[config.mk]
export PLATFORM = sky130hd
export DESIGN_NAME = hazard_ctl
export DESIGN_NICKNAME = d
export VERILOG_FILES = /design/src/rtl/hazard_ctl_pkg.sv /design/src/rtl/hz_scoreboard.sv /design/src/rtl/hazard_ctl.sv
export SDC_FILE = /design/constraint.sdc
export NUM_CORES = 1
export LEC_CHECK = 0
export CAP_MARGIN = 25
export CORE_UTILIZATION = 35
export DETAILED_ROUTE_END_ITERATION = 7
export GPL_TIMING_DRIVEN = 0
export SYNTH_ARGS = -nofsm -noshare
export SYNTH_HDL_FRONTEND = slang
export SYNTH_SLANG_ARGS = --single-unit
export TNS_END_PERCENT = 100
[constraint.sdc]
create_clock -name iw_clk -period 2.5 [get_ports iw_clk]
set_input_delay 0.25 -clock iw_clk [delete_from_list [all_inputs] [get_ports iw_clk]]
set_output_delay 0.25 -clock iw_clk [all_outputs]
set_load 0.01 [all_outputs]
[src/rtl/hazard_ctl_pkg.sv]
// hazard_ctl_pkg: shared types and sizes for the decode-stage hazard controller.
package hazard_ctl_pkg;
  typedef enum logic {HZ_IDLE, HZ_FLUSH} hz_state_e;
  localparam int CNT_W_DEF  = 2;
  localparam int NUM_GP_DEF = 16;
  localparam int NUM_SR_DEF = 4;
  localparam int GP_IDX_W   = $clog2(NUM_GP_DEF);
  localparam int SR_IDX_W   = $clog2(NUM_SR_DEF);
endpackage

[src/rtl/hz_scoreboard.sv]
// hz_scoreboard: per-register pending-write counters with two busy lookups and a saturation flag.
module hz_scoreboard
  import hazard_ctl_pkg::*;
#(
  parameter int N     = NUM_GP_DEF,
  parameter int CNT_W = CNT_W_DEF,
  parameter int IW    = $clog2(N)
) (
  input  logic          clk,
  input  logic          rst_n,
  input  logic          wr_en_i,
  input  logic [IW-1:0] wr_idx_i,
  input  logic          rt_en_i,
  input  logic [IW-1:0] rt_idx_i,
  input  logic [IW-1:0] rd_a_idx_i,
  input  logic [IW-1:0] rd_b_idx_i,
  output logic          busy_a_o,
  output logic          busy_b_o,
  output logic          sat_o
);
  logic [CNT_W-1:0] cnt_q [N];
  logic [CNT_W-1:0] cnt_d [N];
  // A retire at zero is dropped; the assertion below flags it in simulation.
  always_comb begin
    for (int i = 0; i < N; i++) begin
      cnt_d[i] = cnt_q[i];
      if (wr_en_i && wr_idx_i == IW'(i)) cnt_d[i] = cnt_d[i] + CNT_W'(1);
      if (rt_en_i && rt_idx_i == IW'(i) && cnt_q[i] != '0) cnt_d[i] = cnt_d[i] - CNT_W'(1);
    end
  end
  always_ff @(posedge clk or negedge rst_n) begin
    if (!rst_n) for (int i = 0; i < N; i++) cnt_q[i] <= '0;
    else        for (int i = 0; i < N; i++) cnt_q[i] <= cnt_d[i];
  end
  assign busy_a_o = cnt_q[rd_a_idx_i] != '0;
  assign busy_b_o = cnt_q[rd_b_idx_i] != '0;
  assign sat_o    = &cnt_q[wr_idx_i];
  a_no_underflow: assert property (@(posedge clk) disable iff (!rst_n) rt_en_i |-> cnt_q[rt_idx_i] != '0);
endmodule

[src/rtl/hazard_ctl.sv]
// hazard_ctl: decode-stage stall/flush control with GP/SR write scoreboards and a branch flush window.
module hazard_ctl
  import hazard_ctl_pkg::*;
#(
  parameter int NUM_GP       = NUM_GP_DEF,
  parameter int NUM_SR       = NUM_SR_DEF,
  parameter int CNT_W        = CNT_W_DEF,
  parameter int FLUSH_CYCLES = 2
) (
  input  logic                      iw_clk,
  input  logic                      iw_rst_n,
  input  logic                      iw_id_valid,
  input  logic                      iw_id_opc_nop,
  input  logic                      iw_id_has_src_gp,
  input  logic [$clog2(NUM_GP)-1:0] iw_id_src_gp,
  input  logic                      iw_id_rd_tgt_gp,
  input  logic [$clog2(NUM_GP)-1:0] iw_id_tgt_gp,
  input  logic                      iw_id_tgt_gp_we,
  input  logic                      iw_id_has_src_sr,
  input  logic [SR_IDX_W-1:0]       iw_id_src_sr,
  input  logic [SR_IDX_W-1:0]       iw_id_tgt_sr,
  input  logic                      iw_id_tgt_sr_we,
  input  logic                      iw_wb_gp_we,
  input  logic [$clog2(NUM_GP)-1:0] iw_wb_gp_idx,
  input  logic                      iw_wb_sr_we,
  input  logic [SR_IDX_W-1:0]       iw_wb_sr_idx,
  input  logic                      iw_br_taken,
  input  logic                      iw_mem_busy,
  output logic                      ow_stall_pc,
  output logic                      ow_stall_id,
  output logic                      ow_stall_ex,
  output logic                      ow_flush_id,
  output logic                      ow_bubble_ex,
  output logic                      ow_issue,
  output logic [15:0]               ow_stall_cnt
);
  localparam int FW = $clog2(FLUSH_CYCLES + 1);
  hz_state_e   state_q, state_d;
  logic [FW-1:0] fcnt_q, fcnt_d;
  logic [15:0] scnt_q, scnt_d;
  logic gp_busy_s, gp_busy_t, gp_sat, sr_busy_s, sr_busy_t, sr_sat;
  logic raw, hazard, flush, issue;
  hz_scoreboard #(.N(NUM_GP), .CNT_W(CNT_W)) u_gp (
    .clk(iw_clk), .rst_n(iw_rst_n),
    .wr_en_i(issue & iw_id_tgt_gp_we), .wr_idx_i(iw_id_tgt_gp),
    .rt_en_i(iw_wb_gp_we), .rt_idx_i(iw_wb_gp_idx),
    .rd_a_idx_i(iw_id_src_gp), .rd_b_idx_i(iw_id_tgt_gp),
    .busy_a_o(gp_busy_s), .busy_b_o(gp_busy_t), .sat_o(gp_sat)
  );
  hz_scoreboard #(.N(NUM_SR), .CNT_W(CNT_W), .IW(SR_IDX_W)) u_sr (
    .clk(iw_clk), .rst_n(iw_rst_n),
    .wr_en_i(issue & iw_id_tgt_sr_we), .wr_idx_i(iw_id_tgt_sr),
    .rt_en_i(iw_wb_sr_we), .rt_idx_i(iw_wb_sr_idx),
    .rd_a_idx_i(iw_id_src_sr), .rd_b_idx_i(iw_id_tgt_sr),
    .busy_a_o(sr_busy_s), .busy_b_o(sr_busy_t), .sat_o(sr_sat)
  );
  // Busy flags come from registered counts only, so a same-cycle writeback never bypasses.
  assign raw    = (iw_id_has_src_gp & gp_busy_s) | (iw_id_rd_tgt_gp & gp_busy_t)
                | (iw_id_has_src_sr & sr_busy_s) | (iw_id_tgt_sr_we & sr_busy_t);
  assign hazard = iw_id_valid & ~iw_id_opc_nop
                & (raw | (iw_id_tgt_gp_we & gp_sat) | (iw_id_tgt_sr_we & sr_sat));
  assign flush  = iw_br_taken | (state_q == HZ_FLUSH);
  assign issue  = iw_rst_n & iw_id_valid & ~hazard & ~iw_mem_busy & ~flush;
  always_comb begin
    state_d = iw_br_taken ? HZ_FLUSH
            : (state_q == HZ_FLUSH && fcnt_q == '0) ? HZ_IDLE : state_q;
    fcnt_d  = iw_br_taken ? FW'(FLUSH_CYCLES - 1)
            : (fcnt_q != '0) ? fcnt_q - FW'(1) : fcnt_q;
    scnt_d  = (hazard & ~flush & ~iw_mem_busy & (scnt_q != 16'hFFFF)) ? scnt_q + 16'd1 : scnt_q;
  end
  always_ff @(posedge iw_clk or negedge iw_rst_n) begin
    if (!iw_rst_n) begin
      state_q <= HZ_IDLE;
      fcnt_q  <= '0;
      scnt_q  <= '0;
    end else begin
      state_q <= state_d;
      fcnt_q  <= fcnt_d;
      scnt_q  <= scnt_d;
    end
  end
  // Gating with reset keeps the pass-through outputs quiet while reset is held.
  assign ow_flush_id  = iw_rst_n & flush;
  assign ow_stall_pc  = iw_rst_n & ~flush & (iw_mem_busy | hazard);
  assign ow_stall_id  = ow_stall_pc;
  assign ow_stall_ex  = iw_rst_n & iw_mem_busy;
  assign ow_bubble_ex = iw_rst_n & ~iw_mem_busy & ~issue;
  assign ow_issue     = issue;
  assign ow_stall_cnt = scnt_q;
endmodule

[Word-level counts from Yosys, hierarchy flattened]
Cells that the tools add are included.
Word-level totals
  register bits after elaboration: 59
  input port bits: 31
  output and inout port bits: 22
  logic and storage cells: 296
Cells by class
  $add $sub $neg: 42
  order comparisons: 4
  equal/unequal tests: 37
  muxes and demuxes: 56
  bitwise operators: 39
  reductions and logical operators: 95
Operator list (number)
  two-way mux 2 bit: 50
  == test 4 bit, second input constant: 16
  logical AND 1 bit: 61
  nonzero test 2 bit: 27
  subtractor 2 x 1 -> 2 bit, second input constant: 21
  adder 2 x 1 -> 2 bit, second input constant: 20
  == test 4 x 3 -> 1 bit, second input constant: 8
  AND 1 bit: 23
  adder 16 x 1 -> 16 bit, second input constant: 1
  binary-select mux 2 bit (select 4 bit): 2
  == test 4 x 2 -> 1 bit, second input constant: 4
  != test 16 bit, second input constant: 1
  greater-or-equal comparator 5 bit, second input constant: 2
  inverter 4 -> 5 bit: 2
  binary-select mux 2 bit (select 2 bit): 2
  == test 2 bit, second input constant: 4
  == test 4 x 1 -> 1 bit, second input constant: 2
  logical NOT 4 bit: 2
  OR 1 bit: 7
  greater-or-equal comparator 3 bit, second input constant: 2
  logical NOT 2 bit: 3
  inverter 2 -> 3 bit: 2
  inverter 1 bit: 5
  == test 2 x 1 -> 1 bit, second input constant: 2
  2 further kinds: 4

[Longest topological paths before layout]
Gate-level depths: netlist (run 1).
  depth after elaboration: 21
  mapped depth: 11
  gate-level depth less buffers: 8

[Hierarchy]
A second synthesis (run 1) with hierarchy kept.
Unflattened totals
  cells, all modules: 497
  area total of the unflattened synthesis: 4699.5 um^2
By module, submodules not included
  hz_scoreboard (u_gp): instances 1, cells each 323, area an instance 2956.6 um^2
  hazard_ctl: instances 1, cells each 99, area an instance 1073.5 um^2
  hz_scoreboard (u_sr): instances 1, cells each 75, area an instance 669.4 um^2

[Worst setup path before layout (run 1)]
OpenSTA, ideal clock, no wires.
  path kind: register -> register
  start: reg u_sr.cnt_q[6] (netlist name)
  end: reg scnt_q[14] (netlist: ow_stall_cnt[14])
  library setup time: 0.128 ns
  arrival time: 2.429 ns
  data required time: 2.372 ns
  setup slack: -0.057 ns
  stages on the path, launching flop included: 10
  path buffers: 1
  period minus slack after synthesis: 2.557 ns
  path through: dfrtp_1 -> nor2_1 -> mux4_2 -> o22a_1 -> a31o_2 -> o311a_4 -> or3_1 -> buf_6 -> or3_4 -> xnor2_2
On the way
  longest elaborated chain between the ends: 13
  elaborated cells between the ends (all ways): 20
Ends and longest elaborated chain
  start, declared: RTL line hz_scoreboard.sv:21  | logic [CNT_W-1:0] cnt_q [N];
  binary-select mux 2 bit (select 2 bit): RTL line hz_scoreboard.sv:35  | assign busy_a_o = cnt_q[rd_a_idx_i] != '0;
  two-way mux 2 bit (not written as such) (2 in a row): RTL line hz_scoreboard.sv:35
  nonzero test 2 bit: RTL line hz_scoreboard.sv:35
  AND 1 bit: RTL line hazard_ctl.sv:59  | | (iw_id_has_src_sr & sr_busy_s) | (iw_id_tgt_sr_we & sr_busy_t);
  OR 1 bit (2 in a row): RTL line hazard_ctl.sv:59
  OR 1 bit: RTL line hazard_ctl.sv:61  | & (raw | (iw_id_tgt_gp_we & gp_sat) | (iw_id_tgt_sr_we & sr_sat));
  OR 1 bit (*): RTL line hazard_ctl.sv:61
  AND 1 bit (*): RTL line hazard_ctl.sv:61
  AND 1 bit (*) (3 in a row): RTL line hazard_ctl.sv:69  | scnt_d = (hazard & ~flush & ~iw_mem_busy & (scnt_q != 16'hFFFF)) ? scnt_q + 16'd1 : scnt_q;
  end signal, assigned: RTL line hazard_ctl.sv:79  | scnt_q <= scnt_d;
  end, declared: RTL line hazard_ctl.sv:40  | logic [15:0] scnt_q, scnt_d;
Every way passes the cells marked *; elsewhere a longest branch is shown, timed or not. The select of a mux whose other input is x is not followed.
A chain may end at the register's enable or synchronous reset.

==> results of run 1 <==
cells in the mapped netlist, drive strengths merged (2+ instances only):
cell type / n / share of area
o22ai: 12 / 0.016
or3: 2 / 0.0037
nand4b: 2 / 0.0037
nor2b: 7 / 0.0093
ha: 22 / 0.058
mux2i: 24 / 0.051
nor3b: 2 / 0.0032
mux4: 8 / 0.039
nor2: 33 / 0.027
a22o: 2 / 0.0037
a21o: 2 / 0.0032
mux2: 3 / 0.0072
o31ai: 7 / 0.011
clkbuf: 3 / 0.0024
and2: 3 / 0.0040
or2: 11 / 0.015
inv: 55 / 0.044
o2111ai: 2 / 0.0037
a21boi: 8 / 0.013
nor4: 19 / 0.027
nand4: 7 / 0.0093
dfrtp: 59 / 0.31
nand2: 43 / 0.034
nor3: 30 / 0.033
a21oi: 8 / 0.0085
o311ai: 3 / 0.0056
xnor2: 57 / 0.11
buf: 12 / 0.018
nand3: 18 / 0.020
or4: 3 / 0.0048
nand3b: 2 / 0.0032
a41oi: 2 / 0.0037
and3: 6 / 0.0080
nand2b: 10 / 0.013
o21ai: 10 / 0.011
xor2: 14 / 0.026
nor4b: 4 / 0.011
routing by layer:
| metal | global-route usage | wire length [µm] |
|---|---|---|
| met1 | 0.244 | 5740 |
| met2 | 0.343 | 6500 |
| met3 | 0.0579 | 821 |
| met4 | 0.0609 | 192 |
| met5 | 0 | 0 |
metrics by stage:
step	hold slack (ps)	instance area [µm²]	setup WS [ps]	util	cells
final	-13.4	6390	-287	0.485	806
after global routing	95.5	6390	-393	0.485	806
after CTS	55.2	6220	-274	0.471	799
after detailed placement	423	5420	-999	0.411	753
after global placement	480	5420	-2220	0.411	752
after floorplan	-45.6	4720	-11.7	-	528
state kept, by name, summed over array words and instances, names as in the netlist:
signal	flops
u_gp.cnt_q	32
u_sr.cnt_q	8
ow_stall_cnt	16
fcnt_q	2
state_q	1
final timing paths:
check	startpoint	end	slack (ps)	cells past startpoint
min in group iw_clk	iw_id_tgt_gp[2]	u_gp.cnt_q[30]	420	4
worst min-delay path	iw_rst_n	u_gp.cnt_q[10]	-10	1
worst max register to register	u_gp.cnt_q[11]	u_gp.cnt_q[31]	-290	10
max in group asynchronous	iw_rst_n	u_gp.cnt_q[3]	1900	1
worst min register to register	ow_stall_cnt[6]	ow_stall_cnt[6]	490	1
worst max-delay path	u_gp.cnt_q[11]	u_gp.cnt_q[31]	-290	10
critical path, delay by kind of cell, from the launching register on:
family	cells	cell delay, ps
DFF	1	420
buffers and inverters	2	250
and+or+nand+nor	2	410
AOI/OAI and AO/OA	2	430
muxes	4	1190
power groups by stage:
stage	sequential (µW)	combinational, µW	clock, µW
4_1_cts	1610	2240	1230
3_3_place_gp	1660	1740	0
3_5_place_dp	1680	1860	0
2_1_floorplan	1560	1430	0
5_1_grt	1660	2610	1270
6_report	1610	2360	1210
cell type report:
cell class | count | area (µm²) | area share
multi-input cells | 399 | 3270 | 0.511
flip-flops and latches | 59 | 1480 | 0.231
repair buffers | 89 | 836 | 0.131
clock buffers | 9 | 225 | 0.0352
well taps | 176 | 220 | 0.0344
inverters | 55 | 206 | 0.0323
plain buffers | 12 | 97.6 | 0.0153
clock inverters | 7 | 58.8 | 0.00920
repair_timing:
item | 4_1_cts | 5_1_grt
pin swaps | 27 | 13
endpoints found under the setup margin | 60 | 58
gates resized for setup | 87 | 34
setup buffers | 31 | 9
cloned | 1 | 0
cell families (layout without fill, tap and decap cells):
group	after synthesis	in the layout	synth area share
AOI/OAI and AO/OA	67	67	0.102
and+or+nand+nor	204	204	0.233
DFF	59	59	0.313
adders and majority gates	22	22	0.0583
xor gates and xnor gates	71	71	0.133
muxes	35	35	0.0970
buffers and inverters	70	172	0.0639
==> impl_summary.txt, run 1 <==
----------------------------------------------------
[Global route]
  All-Layer GR Usage ... 0.201
  GRT overflow ... 0
  Global-route wire length before repair ... 22100 µm
  Antenna violations before repair ... 0
  Via count of the first global-routing pass ... roughly 4600
  Largest net degree at the start of global routing ... 65

[Critical path]
  Worst setup SP type ... register
  Crit path max-delay cell type ... mux4_2
  CP endpoint kind ... register
  Required time at the endpoint of the critical path ... 2760 ps
  Critical Path AT ... 3050 ps
  Critical path fanouts, max ... 6
  Worst Setup Path Type ... register to register
  Max stage delay on crit path ... 510 ps
  Crit-path cells ... mux4_2 -> mux2_4 -> mux2i_1 -> a311o_2 -> o311a_4 -> buf_8 -> buf_8 -> nand3_4 -> nor4b_4 -> mux2i_1

[Place]
  Number of buffers added on ports ... 48
  Gpl congestion ... roughly 0.89
  Final HPWL from detailed placement ... 9270 µm

[Finish]
  Layout fillers ... roughly 1300
  Final #Nets ... 678
  Most common cell after layout, fill and taps aside ... dfrtp_1
  Commonest cells after routing, fill and taps aside ... dfrtp_1, inv_1, xnor2_1
  Relative area change from synthesis to final layout ... 35.5%
  Share of layout cells above drive strength 1 ... 0.235
  Antenna diodes ... 0

[Outcome]
  Result of the run ... finished with violations
  Failing checks ... negative hold slack, negative setup slack

[STA]
  Final count of hold timing violations ... 10
  Largest clock skew in the final design ... 7.03 ps
  Tightest hold margin ... -13.4 ps
  Endpoints failing setup ... 47
  Final critical-path share of the clock period ... 1.11
  Time the worst path needs with I/O delays and setup ... 2790 ps
  Worst-margin pin slew ... 838 ps
  Highest clock frequency the design can meet ... 359 MHz
  Sum of negative setup slack ... -6400 ps
  Worst Setup Slack, final ... -287 ps
  RSZ-0062 raised after global routing ... true
  Number of slew-limit violations in the final report ... 0
  Relative max-transition margin ... 0.433

[Clock network]
  CTS Buffer Depth ... 2
  Root buffer selected by CTS ... clkbuf_16
  Clock-pin slew of the registers on the worst-case setup and hold paths ... 60 ps
  Total clock buffers created by CTS ... 9
  Clock tree from TritonCTS ... done
  Number of clock sinks ... 59
  Clock insertion delay at the later pin of the skew report ... 340 ps
  # hold bufs at CTS ... 0
  Number of levels in the clock H-tree ... 3

[Yosys]
  Cell area after technology mapping ... roughly 4700 µm²
  Number of distinct library cells after synthesis ... 61
  Sequential-to-total area share from yosys stat ... 0.313
  Post-synthesis net count ... 581
  Post-synth ARST share ... 1.00
  Mean cell area of the mapped netlist ... 8.94 µm²
  Most used flip-flop cell after synthesis ... dfrtp_1
  Cell count after synthesis ... between 500 and 600
  Number of synthesized register bits ... 59
  Number of synthesized flops with an enable pin ... 0
  Yosys warnings ... 0

[Drt]
  Via density ... roughly 5.3
  Remaining DRCs ... 0
  Total routed wirelength ... 13300 µm
  Number of violations reported at the end of detailed-routing iteration 0 ... 180
  Pre-Repair DR Iteration Count ... 4
  Remaining antenna violation count after routing ... 0
  Via count ... 4289
  Wire length per cell after detailed routing ... 16.4 µm

[Floorplan]
  Rows ... 42
  Die outline area ... 14000 µm²
  Die span in y ... 118 µm
  Effective utilization at floorplan ... 0.358
  Number of ports placed on the die boundary ... 53
  Die X-Extent ... about 120 µm
  Core box area ... 13200 µm²

[Power and ir drop]
  Switching power summed over all nets ... between 1500 and 2000 µW
  Total Power Consumption ... 5180 µW
  Part of the total power dissipated in the clock network ... 0.233
  Worst VDD drop ... just under 0.4 mV
  Proportion of power drawn by flip-flops and latches ... 0.312
  Cell Pwr Density ... 810 nW/µm²
  Reported leakage power ... between 0.002 and 0.003 µW
  Internal portion of total power ... 3180 µW
  Sw Share ... 0.386
  Power share of the combinational group ... 0.455

[Hold path]
  Class of the tightest hold or removal check ... primary input to asynchronous set/reset pin

[Job]
  Maxcap violations ... 0

----------------------------------------------------
No activity file was read; power rests on OpenSTA's default activity.
==> run 2: changes to the inputs <==
--- a/config.mk
+++ b/config.mk
@@ -9,6 +9,7 @@
 export CORE_UTILIZATION = 35
 export DETAILED_ROUTE_END_ITERATION = 7
 export GPL_TIMING_DRIVEN = 0
+export REMOVE_ABC_BUFFERS = 1
 export SYNTH_ARGS = -nofsm -noshare
 export SYNTH_HDL_FRONTEND = slang
 export SYNTH_SLANG_ARGS = --single-unit
==> run 2 against run 1 <==
  * Clock power about the same
  * Critical path depth down 2
  * Global-route usage down 0.32 points
  * Core utilization down 0.13 points
  * Combinational power about the same
  * Die area unchanged
  * Critical path type is now register to output port
  * Power up 0.37%
  * Count of clock-buffer cells in the layout up 1
  * Register-to-register slack better by 30 ps
  * The run ends with negative setup slack left
  * Via count up 1.6%
  * Final cell count down 0.62%
  * Worst setup slack better by 17 ps
  * Critical endpoint is now ow_bubble_ex
==> impl_summary.txt, run 2 (synthesis results as in run 1) <==
----------------------------------------------------
[STA]
  Endpoints failing setup ... 53 (was 47)
  Tightest hold margin ... 17.7 ps (was -13.4 ps)
  RSZ-0062 raised after global routing ... true (unchanged)
  Worst Setup Slack, final ... -270 ps (was -287 ps)
  Time the worst path needs with I/O delays and setup ... 2770 ps (was 2790 ps)
  Sum of negative setup slack ... -6730 ps (was -6400 ps)
  Relative max-transition margin ... 0.406 (was 0.433)
  Largest clock skew in the final design ... 6.21 ps (was 7.03 ps)
  Final critical-path share of the clock period ... 1.11 (about the same)
  Highest clock frequency the design can meet ... 361 MHz (was 359 MHz)
  Worst-margin pin slew ... 879 ps (was 838 ps)
  Number of slew-limit violations in the final report ... 0 (unchanged)
  Final count of hold timing violations ... 0 (was 10)

[Job]
  Maxcap violations ... 0 (unchanged)

[Floorplan]
  Die span in y ... 118 µm (unchanged)
  Number of ports placed on the die boundary ... 53 (unchanged)
  Effective utilization at floorplan ... 0.358 (unchanged)
  Core box area ... 13200 µm² (unchanged)
  Rows ... 42 (unchanged)
  Die X-Extent ... 118 µm (unchanged)
  Die outline area ... 14000 µm² (unchanged)

[Clock network]
  Number of levels in the clock H-tree ... 3 (unchanged)
  Root buffer selected by CTS ... clkbuf_16 (unchanged)
  Clock tree from TritonCTS ... done (unchanged)
  Clock-pin slew of the registers on the worst-case setup and hold paths ... 60 ps (about the same)
  Number of clock sinks ... 59 (unchanged)
  CTS Buffer Depth ... 2 (unchanged)
  Clock insertion delay at the later pin of the skew report ... 340 ps (about the same)
  Total clock buffers created by CTS ... 9 (unchanged)

[Global route]
  Largest net degree at the start of global routing ... 65 (unchanged)
  Via count of the first global-routing pass ... 4626 (was 4563)
  All-Layer GR Usage ... 0.198 (was 0.201)
  GRT overflow ... 0 (unchanged)
  Antenna violations before repair ... 0 (unchanged)
  Global-route wire length before repair ... 22100 µm (about the same)

[Critical path]
  CP endpoint kind ... output port (was register)
  Required time at the endpoint of the critical path ... 2250 ps (was 2760 ps)
  Flop-to-flop setup slack ... -260 ps (was -290 ps)
  Worst setup SP type ... register (unchanged)
  Critical path fanouts, max ... 3 (was 6)
  Critical Path AT ... 2520 ps (was 3050 ps)
  Worst Setup Path Type ... register to output port (was register to register)

[Place]
  Placed inst area ... 5380 µm² (was 5420 µm²)
  Gpl congestion ... 0.840 (was 0.887)
  Place WS ... -1690 ps (was -999 ps)
  Final HPWL from detailed placement ... 8880 µm (was 9270 µm)
  Number of buffers added on ports ... 52 (was 48)

[Finish]
  Relative area change from synthesis to final layout ... 35.1% (was 35.5%)
  Layout fillers ... 1202 (was 1267)
  Final standard cell area without fillers ... 6380 µm² (was 6390 µm²)
  Final #Nets ... 673 (was 678)
  Final core occ ... 0.483 (was 0.485)
  Flip-flop count of the largest register after layout ... 32 (unchanged)
  Largest register by flop count ... u_gp.cnt_q (unchanged)
  Commonest cells after routing, fill and taps aside ... inv_1, dfrtp_1, xnor2_1 (was dfrtp_1, inv_1, xnor2_1)
  Share of layout cells above drive strength 1 ... 0.243 (was 0.235)
  Antenna diodes ... 0 (unchanged)

[Drt]
  Via count ... 4359 (was 4289)
  Via density ... 5.44 (was 5.32)
  Wire length per cell after detailed routing ... 16.7 µm (was 16.4 µm)
  Remaining DRCs ... 0 (unchanged)
  Remaining antenna violation count after routing ... 0 (unchanged)
  Number of violations reported at the end of detailed-routing iteration 0 ... 219 (was 180)
  Pre-Repair DR Iteration Count ... 4 (unchanged)
  Total routed wirelength ... 13400 µm (was 13300 µm)

[Outcome]
  Failing checks ... negative setup slack (was negative hold slack, negative setup slack)
  Result of the run ... finished with violations (unchanged)

[Hold path]
  Class of the tightest hold or removal check ... primary input to asynchronous set/reset pin (unchanged)

[Power and ir drop]
  Cell Pwr Density ... 815 nW/µm² (was 810 nW/µm²)
  Reported leakage power ... 0.00268 µW (was 0.00269 µW)
  Worst VDD drop ... 0.285 mV (was 0.389 mV)

----------------------------------------------------
[run 2: critical path: stages, from the launching register on]
cell	delay (ps)
dfrtp_2	430
mux4_2	470
mux2_4	280
mux2i_1	140
a311o_2	240
o311a_4	220
and2_4	200
nor3b_2	50
buf_2	140
[run 2: per-stage QoR]
step                total power, µW  std cells
finish                         5200        801
global route                   5530        801
global placement               3380        741
CTS                            5050        791
floorplan                      2960        513
detailed placement             3530        742
[run 2: power breakdown]
part	internal, µW	switching [µW]	total [µW]
logic	1220	1140	2350
clock network	705	500	1210
registers	1270	370	1640
total	3190	2010	5200
[run 2: final timing paths]
kind / start / endpoint / cells past startpoint
worst max register to register: u_gp.cnt_q[26] / ow_stall_cnt[14] / 9
worst min-delay path: iw_rst_n / u_gp.cnt_q[27] / 1
min in group iw_clk: iw_id_tgt_gp[1] / u_gp.cnt_q[31] / 3
worst min register to register: ow_stall_cnt[6] / ow_stall_cnt[6] / 1
max in group asynchronous: iw_rst_n / u_gp.cnt_q[11] / 1
worst max-delay path: u_gp.cnt_q[15] / ow_bubble_ex / 8
[run 2: layout make-up]
cell class              instances  area (µm²)  area share
inverters                      55         206      0.0324
well taps                     176         220      0.0345
multi-input cells             399        3280       0.514
flip-flops and latches         59        1480       0.232
repair buffers                 96         901       0.141
clock inverters                 6        50.0     0.00785
clock buffers                  10         239      0.0375
[run 2: routing by layer]
layer / track usage / share of wire / vias to the layer above
met4: 0.0970 / 0.029 / 0
met1: 0.238 / 0.43 / 2157
li1: - / - / 2049
met5: 0 / 0 / -
met2: 0.344 / 0.51 / 120
met3: 0.0294 / 0.036 / 33
[run 2: repair_timing]
action | CTS | global route
hold buffers | 0 | 0
resized for setup | 108 | 19
endpoints found under the setup margin | 60 | 57
pin swaps | 21 | 11
setup buffers | 33 | 11
